**config.mk**
```make
export PLATFORM = sky130hd
export DESIGN_NAME = spoon_uart_tx_flat
export DESIGN_NICKNAME = d
export VERILOG_FILES = /design/src/rtl/spoon_uart_tx_if.sv /design/src/rtl/spoon_uart_tx.sv /design/src/flat_wrapper.sv
export SDC_FILE = /design/constraint.sdc
export NUM_CORES = 1
export LEC_CHECK = 0
export ABC_AREA = 0
export CAP_MARGIN = 20
export CORE_ASPECT_RATIO = 0.6
export CORE_MARGIN = 5
export CORE_UTILIZATION = 60
export CTS_CLUSTER_SIZE = 8
export DETAILED_ROUTE_END_ITERATION = 8
export PLACE_DENSITY_LB_ADDON = 0.25
export SYNTH_ARGS = -nofsm -noshare
export SYNTH_HDL_FRONTEND = slang
export SYNTH_SLANG_ARGS = --single-unit
export TNS_END_PERCENT = 20
```
**constraint.sdc**
```tcl
create_clock -name clk -period 3.1 [get_ports clk]
set_input_delay 0.62 -clock clk [delete_from_list [all_inputs] [get_ports clk]]
set_output_delay 0.62 -clock clk [all_outputs]
set_load 0.02 [all_outputs]
```
**src/rtl/spoon_uart_tx_if.sv**
```systemverilog
// Non-backpressured bytestream: one-cycle write strobe qualifies data; there is no ready.
interface spoon_uart_tx_if;
  logic [7:0] data;
  logic       write;

  modport master (output data, output write);
  modport slave  (input  data, input  write);
endinterface

```
**src/rtl/spoon_uart_tx.sv**
```systemverilog
// 8N1 serial transmitter feeding the CD-i pointing device RX line, with a small
// drop-on-full FIFO, RTS-driven flush and a sticky overflow flag.
module spoon_uart_tx #(
  parameter int unsigned kTicksPerBit          = 25000,
  parameter int unsigned kTicksPerBitOverclock = 20000,
  parameter int unsigned kFifoDepth            = 4
) (
  input  logic           clk,
  input  logic           reset,
  spoon_uart_tx_if.slave serial_in,
  input  logic           overclock,
  input  logic           flush,
  output logic           txd,
  output logic           busy,
  output logic           overflow
);

  localparam int unsigned kPtrW    = (kFifoDepth > 1) ? $clog2(kFifoDepth) : 1;
  localparam int unsigned kCntW    = kPtrW + 1;
  localparam int unsigned kTickMax = (kTicksPerBit > kTicksPerBitOverclock) ?
                                     kTicksPerBit : kTicksPerBitOverclock;
  localparam int unsigned kTimerW  = $clog2(kTickMax + 1);

  localparam logic [kTimerW-1:0] kReloadStd = kTimerW'(kTicksPerBit - 1);
  localparam logic [kTimerW-1:0] kReloadOc  = kTimerW'(kTicksPerBitOverclock - 1);
  localparam logic [kCntW-1:0]   kFull      = kCntW'(kFifoDepth);

  localparam logic [1:0] IDLE  = 2'd0;
  localparam logic [1:0] START = 2'd1;
  localparam logic [1:0] DATA  = 2'd2;
  localparam logic [1:0] STOP  = 2'd3;

  logic [7:0]         mem [kFifoDepth];
  logic [kPtrW-1:0]   wr_ptr;
  logic [kPtrW-1:0]   rd_ptr;
  logic [kCntW-1:0]   count;
  logic [kCntW-1:0]   count_n;

  logic [1:0]         state;
  logic [1:0]         state_n;
  logic [kTimerW-1:0] timer;
  logic [kTimerW-1:0] timer_n;
  logic [2:0]         bit_idx;
  logic [2:0]         bit_idx_n;
  logic [7:0]         shift;
  logic               frame_oc;
  logic               txd_n;

  logic               timer_done;
  logic               pop;
  logic               push;
  logic               drop;
  logic [kTimerW-1:0] pop_reload;
  logic [kTimerW-1:0] bit_reload;

  assign timer_done = (timer == '0);

  // Flush wins over everything: no pop, no push, and the discarded write is not an overflow.
  assign pop  = !flush && (count != '0) &&
                ((state == IDLE) || ((state == STOP) && timer_done));
  assign push = serial_in.write && !flush && ((count != kFull) || pop);
  assign drop = serial_in.write && !flush && (count == kFull) && !pop;

  // The rate is sampled at pop so a mid-frame overclock change only affects the next frame.
  assign pop_reload = overclock ? kReloadOc : kReloadStd;
  assign bit_reload = frame_oc  ? kReloadOc : kReloadStd;

  always_comb begin
    count_n = count;
    if (flush) begin
      count_n = '0;
    end else if (push && !pop) begin
      count_n = count + kCntW'(1);
    end else if (pop && !push) begin
      count_n = count - kCntW'(1);
    end
  end

  always_comb begin
    state_n   = state;
    timer_n   = timer;
    bit_idx_n = bit_idx;
    txd_n     = txd;
    case (state)
      IDLE: begin
        txd_n = 1'b1;
        if (pop) begin
          state_n = START;
          timer_n = pop_reload;
          txd_n   = 1'b0;
        end
      end
      START: begin
        if (timer_done) begin
          state_n   = DATA;
          bit_idx_n = '0;
          timer_n   = bit_reload;
          txd_n     = shift[0];
        end else begin
          timer_n = timer - kTimerW'(1);
        end
      end
      DATA: begin
        if (timer_done) begin
          timer_n = bit_reload;
          if (bit_idx == 3'd7) begin
            state_n = STOP;
            txd_n   = 1'b1;
          end else begin
            bit_idx_n = bit_idx + 3'd1;
            txd_n     = shift[bit_idx + 3'd1];
          end
        end else begin
          timer_n = timer - kTimerW'(1);
        end
      end
      STOP: begin
        if (timer_done) begin
          // Chain straight into the next start bit when a byte is waiting.
          if (pop) begin
            state_n = START;
            timer_n = pop_reload;
            txd_n   = 1'b0;
          end else begin
            state_n = IDLE;
            txd_n   = 1'b1;
          end
        end else begin
          timer_n = timer - kTimerW'(1);
        end
      end
      default: begin
        state_n = IDLE;
        txd_n   = 1'b1;
      end
    endcase
  end

  always_ff @(posedge clk or posedge reset) begin
    if (reset) begin
      state    <= IDLE;
      timer    <= '0;
      bit_idx  <= '0;
      txd      <= 1'b1;
      busy     <= 1'b0;
      overflow <= 1'b0;
      count    <= '0;
      wr_ptr   <= '0;
      rd_ptr   <= '0;
      shift    <= '0;
      frame_oc <= 1'b0;
    end else begin
      state   <= state_n;
      timer   <= timer_n;
      bit_idx <= bit_idx_n;
      txd     <= txd_n;
      count   <= count_n;
      busy    <= (state_n != IDLE) || (count_n != '0);
      if (drop) begin
        overflow <= 1'b1;
      end
      if (flush) begin
        wr_ptr <= '0;
        rd_ptr <= '0;
      end else begin
        if (push) begin
          wr_ptr <= wr_ptr + kPtrW'(1);
        end
        if (pop) begin
          rd_ptr <= rd_ptr + kPtrW'(1);
        end
      end
      if (pop) begin
        shift    <= mem[rd_ptr];
        frame_oc <= overclock;
      end
    end
  end

  // On a full FIFO with simultaneous pop, the write lands in the slot being read;
  // non-blocking semantics hand the old byte to the shift register first.
  always_ff @(posedge clk) begin
    if (push) begin
      mem[wr_ptr] <= serial_in.data;
    end
  end

endmodule

```
**src/flat_wrapper.sv**
```systemverilog
// flat-port wrapper written by rule: the top's interface ports become plain ports
module spoon_uart_tx_flat 
#(
  parameter int unsigned kTicksPerBit          = 25000,
  parameter int unsigned kTicksPerBitOverclock = 20000,
  parameter int unsigned kFifoDepth            = 4
)
  (clk, reset, overclock, flush, txd, busy, overflow, serial_in_data, serial_in_write);
  spoon_uart_tx_if serial_in_i ();
  input  logic clk;
  input  logic reset;
  input  logic overclock;
  input  logic flush;
  output logic txd;
  output logic busy;
  output logic overflow;
  input wire logic [$bits(serial_in_i.data)-1:0] serial_in_data;
  input wire logic [$bits(serial_in_i.write)-1:0] serial_in_write;
  assign serial_in_i.data = serial_in_data;
  assign serial_in_i.write = serial_in_write;
  spoon_uart_tx #(.kTicksPerBit(kTicksPerBit), .kTicksPerBitOverclock(kTicksPerBitOverclock), .kFifoDepth(kFifoDepth)) u_core (.clk(clk), .reset(reset), .serial_in(serial_in_i), .overclock(overclock), .flush(flush), .txd(txd), .busy(busy), .overflow(overflow));
endmodule
```
==> run_results.csv <==
group,metric,value,unit
global_routing,grtUsageTotal,22.7,%
synth,synth_top_area_share,25.8,%
pwr,p_per_area,836,nW/um2
final_layout,final_common_cell,"nand2_1",
clock_network,hold_buffers,0,
sta,post-route-period-util,88.9,%
sta,rsz0062_at_grt,"false",
sta,hold_viol,0,
synth,synth_area_leader_cell,"edfxtp_1",
clock_network,htree_levels,3,
critical_path,reg2reg_to,"u_core.busy",
synth,ys_top_cells_by_area,"edfxtp_1 (26%), dfrtp_1 (26%), mux4_2 (6.1%)",
routing,routed_wl,8300,um
synth,yosysSeqAreaShare,52.1,%
pwr,pwr-share-clk,18.1,%
routing,drtAntennaViolNets,0,
place,post-dp-hpwl,5930,um
pwr,p_leak,1.73,nW
synth,syn-cell-area,3720,um2
critical_path,rr_worst_depth,8,
final_layout,mostFrequentLayoutCells,"nand2_1 (49), dfrtp_1 (38), edfxtp_1 (32)",
final_layout,nets,380,
sta,timing.fmax,363,MHz
die,pin_count,16,
global_routing,grt_pass1_wl,14000,um
synth,async_flop_share,54.9,%
routing,vias,2759,
pwr,p_seq_share,42.0,%
pwr,p_int,0.00211,W
die,core.rowCount,22,
sta,skew,0.00865,ns
pwr,combPwrFrac,39.9,%
final_layout,final_cell_area,4170,um2
min_path,min_path_type,"reg -> reg",
routing,dr.pass1.iters,5,
pwr,ir_drop,0.406,mV
clock_network,ctsRootBufferMaster,"clkbuf_8",
place,placed_area,4000,um2
routing,vias_per_cell,6.26,
clock_network,postCtsSetupRepairBufs,0,
critical_path,critPathLaunchType,"flip-flop",
clock_network,cts_buffer_depth,2,
min_path,worstHoldStart,"u_core.shift[4]",
clock_network,clkSinkCount,71,
critical_path,end_kind,"flip-flop",
clock_network,clk_pin_slew,0.07,ns
routing,drt_iter0_drc,211,
synth,syn_nets,357,
critical_path,crit_required,3.33,ns
clock_network,cts_made_buffers,9,
synth,yosysWarnings,0,
global_routing,grt_max_degree,40,
critical_path,arrival,2.98,ns
place,portBuffers,15,
clock_network,cts_tree,"built",
final_layout,synthToLayoutAreaGrowth,11.9,%
global_routing,grt_pass1_vias,2738,
routing,drc,0,
clock_network,clk_latency,0.36,ns
die,initial_core_util,61.4,%
critical_path,critical_path_class,"reg -> reg",
clock_network,ctsResizeCount,0,
flow_run,drv_cap,0,
global_routing,antenna_found_initial,0,
sta,drv_slew,0,
pwr,power,0.00348,W
die,die_h,71,um
critical_path,worst-r2r-setup-slack,0.34,ns
synth,netlist_instances,329,
sta,setup_viol,0,
pwr,switchingPower,0.00137,W
synth,synth_ff_type,"dfrtp_1",
die,dieArea,7930,um2
global_routing,grt-ovfl-total,0,
run_status,status,"finished clean",
pwr,sw_frac_of_total,39.4,%
synth,syn_avg_cell_area,11.3,um2
critical_path,r2r_start,"u_core.timer[0]",
final_layout,drive_above_1_share,14.3,%
synth,synth-seq-cells,71,
place,place.gp.congestion,0.973,
sta,worst_pin_slew,0.655,ns
sta,final.setup.tns,0,ns
min_path,hold_path_depth,2,
die,dieWidth,112,um
die,core-area,6060,um2
critical_path,critPathMaxFanout,8,
sta,finalCriticalPeriod,2.76,ns
final_layout,diodes,0,
synth,netlist-cell-type-count,61,
sta,relSlewSlack,56.3,%
min_path,hold_end,"u_core.shift[4]",
final_layout,fill_cells,476,
synth,synth_edf_count,32,
routing,wire_per_inst,18.8,um
==> power by group through the flow <==
stage | clock [W] | sequential, W | combinational (W)
2_1_floorplan | 0 | 0.00140 | 0.00102
3_3_place_gp | 0 | 0.00146 | 0.00133
3_5_place_dp | 0 | 0.00147 | 0.00137
4_1_cts | 0.000645 | 0.00145 | 0.00138
5_1_grt | 0.000689 | 0.00149 | 0.00154
6_report | 0.000631 | 0.00146 | 0.00139
==> state kept, by name (all words and copies together) (netlist names) <==
| signal | flops |
|---|---|
| u_core.mem | 32 |
| u_core.timer | 15 |
| u_core.shift | 8 |
| u_core.bit_idx | 3 |
| u_core.count | 3 |
| u_core.rd_ptr | 2 |
| u_core.state | 2 |
| u_core.wr_ptr | 2 |
| u_core.busy | 1 |
| u_core.frame_oc | 1 |
| u_core.overflow | 1 |
| u_core.txd | 1 |
==> how the worst max path moves through the flow <==
stage	slack (ns)	to	start	cells past startpoint
2_1_floorplan	0.63	u_core.busy	u_core.timer[0]	9
3_3_place_gp	0.41	u_core.busy	flush	6
3_5_place_dp	0.30	u_core.busy	flush	6
4_1_cts	0.37	u_core.busy	u_core.timer[0]	8
5_1_grt	0.17	u_core.busy	u_core.timer[0]	9
6_report	0.34	u_core.busy	u_core.timer[0]	8
==> critical path: stages, from the launching register on <==
cell and delay (ns):
dfrtp_1 0.41, inv_1 0.11, ha_1 0.34, nor4b_4 0.35
and4_4 0.31, o21ai_2 0.12, o21ai_2 0.18, mux2_4 0.32
or4_1 0.51
==> through the flow <==
step                      setup slack (ns)  instances  utilization [%]  hold WS [ns]
after CTS                            0.370        441             68.8         0.487
final                                0.344        441             68.8         0.489
after global routing                 0.172        441             68.8         0.522
after detailed placement             0.296        425             66.0         0.462
after floorplan                      0.627        329                -         0.440
after global placement               0.414        425             66.0         0.459
==> cell type report <==
cell class              instances  area, um2  share of cell area, %
well taps                      84        105                   2.52
clock inverters                 5       35.0                  0.841
inverters                      13       48.8                   1.17
repair buffers                 27        240                   5.77
clock buffers                  11        131                   3.15
flip-flops and latches         71       1940                   46.5
multi-input cells             230       1670                   40.0
==> cell families (layout without fill, tap and decap cells) <==
| kind of cell | Yosys count | count (layout) | synth area share [%] |
|---|---|---|---|
| and+or+nand+nor | 112 | 112 | 15.2 |
| adders and majority gates | 15 | 15 | 5.04 |
| buffers and inverters | 28 | 56 | 3.13 |
| xor gates and xnor gates | 5 | 5 | 1.18 |
| DFF | 71 | 71 | 52.1 |
| muxes | 16 | 16 | 7.87 |
| AOI/OAI and AO/OA | 82 | 82 | 15.5 |
==> per-layer routing <==
layer  vias to the layer above  global-route usage [%]  wire length, um
met5                         -                       0                0
met2                       115                    33.0             3590
met4                         0                    6.48               89
met1                      1364                    33.1             3970
met3                        11                    7.18              646
li1                       1269                       -                -
==> cell usage after synthesis, types with 2 or more instances <==
library cell / number
o31ai_1: 4
a31oi_1: 2
o22ai_1: 7
clkbuf_1: 13
o21ai_0: 14
dfrtp_1: 38
mux4_2: 10
mux2_2: 2
edfxtp_1: 32
ha_1: 15
nand2b_1: 2
a21o_1: 5
a22o_1: 3
nor2_1: 28
nor4_1: 3
mux2i_1: 3
nand3_1: 5
o211ai_1: 3
a21oi_1: 18
and2_1: 5
nor3b_1: 2
nand2_1: 49
o21ai_2: 2
nor3_1: 4
or3_1: 2
xor2_1: 4
o32ai_1: 3
o21a_1: 3
inv_1: 13
and3_1: 3
nor4_4: 2
(Power assumes the default switching activity.)
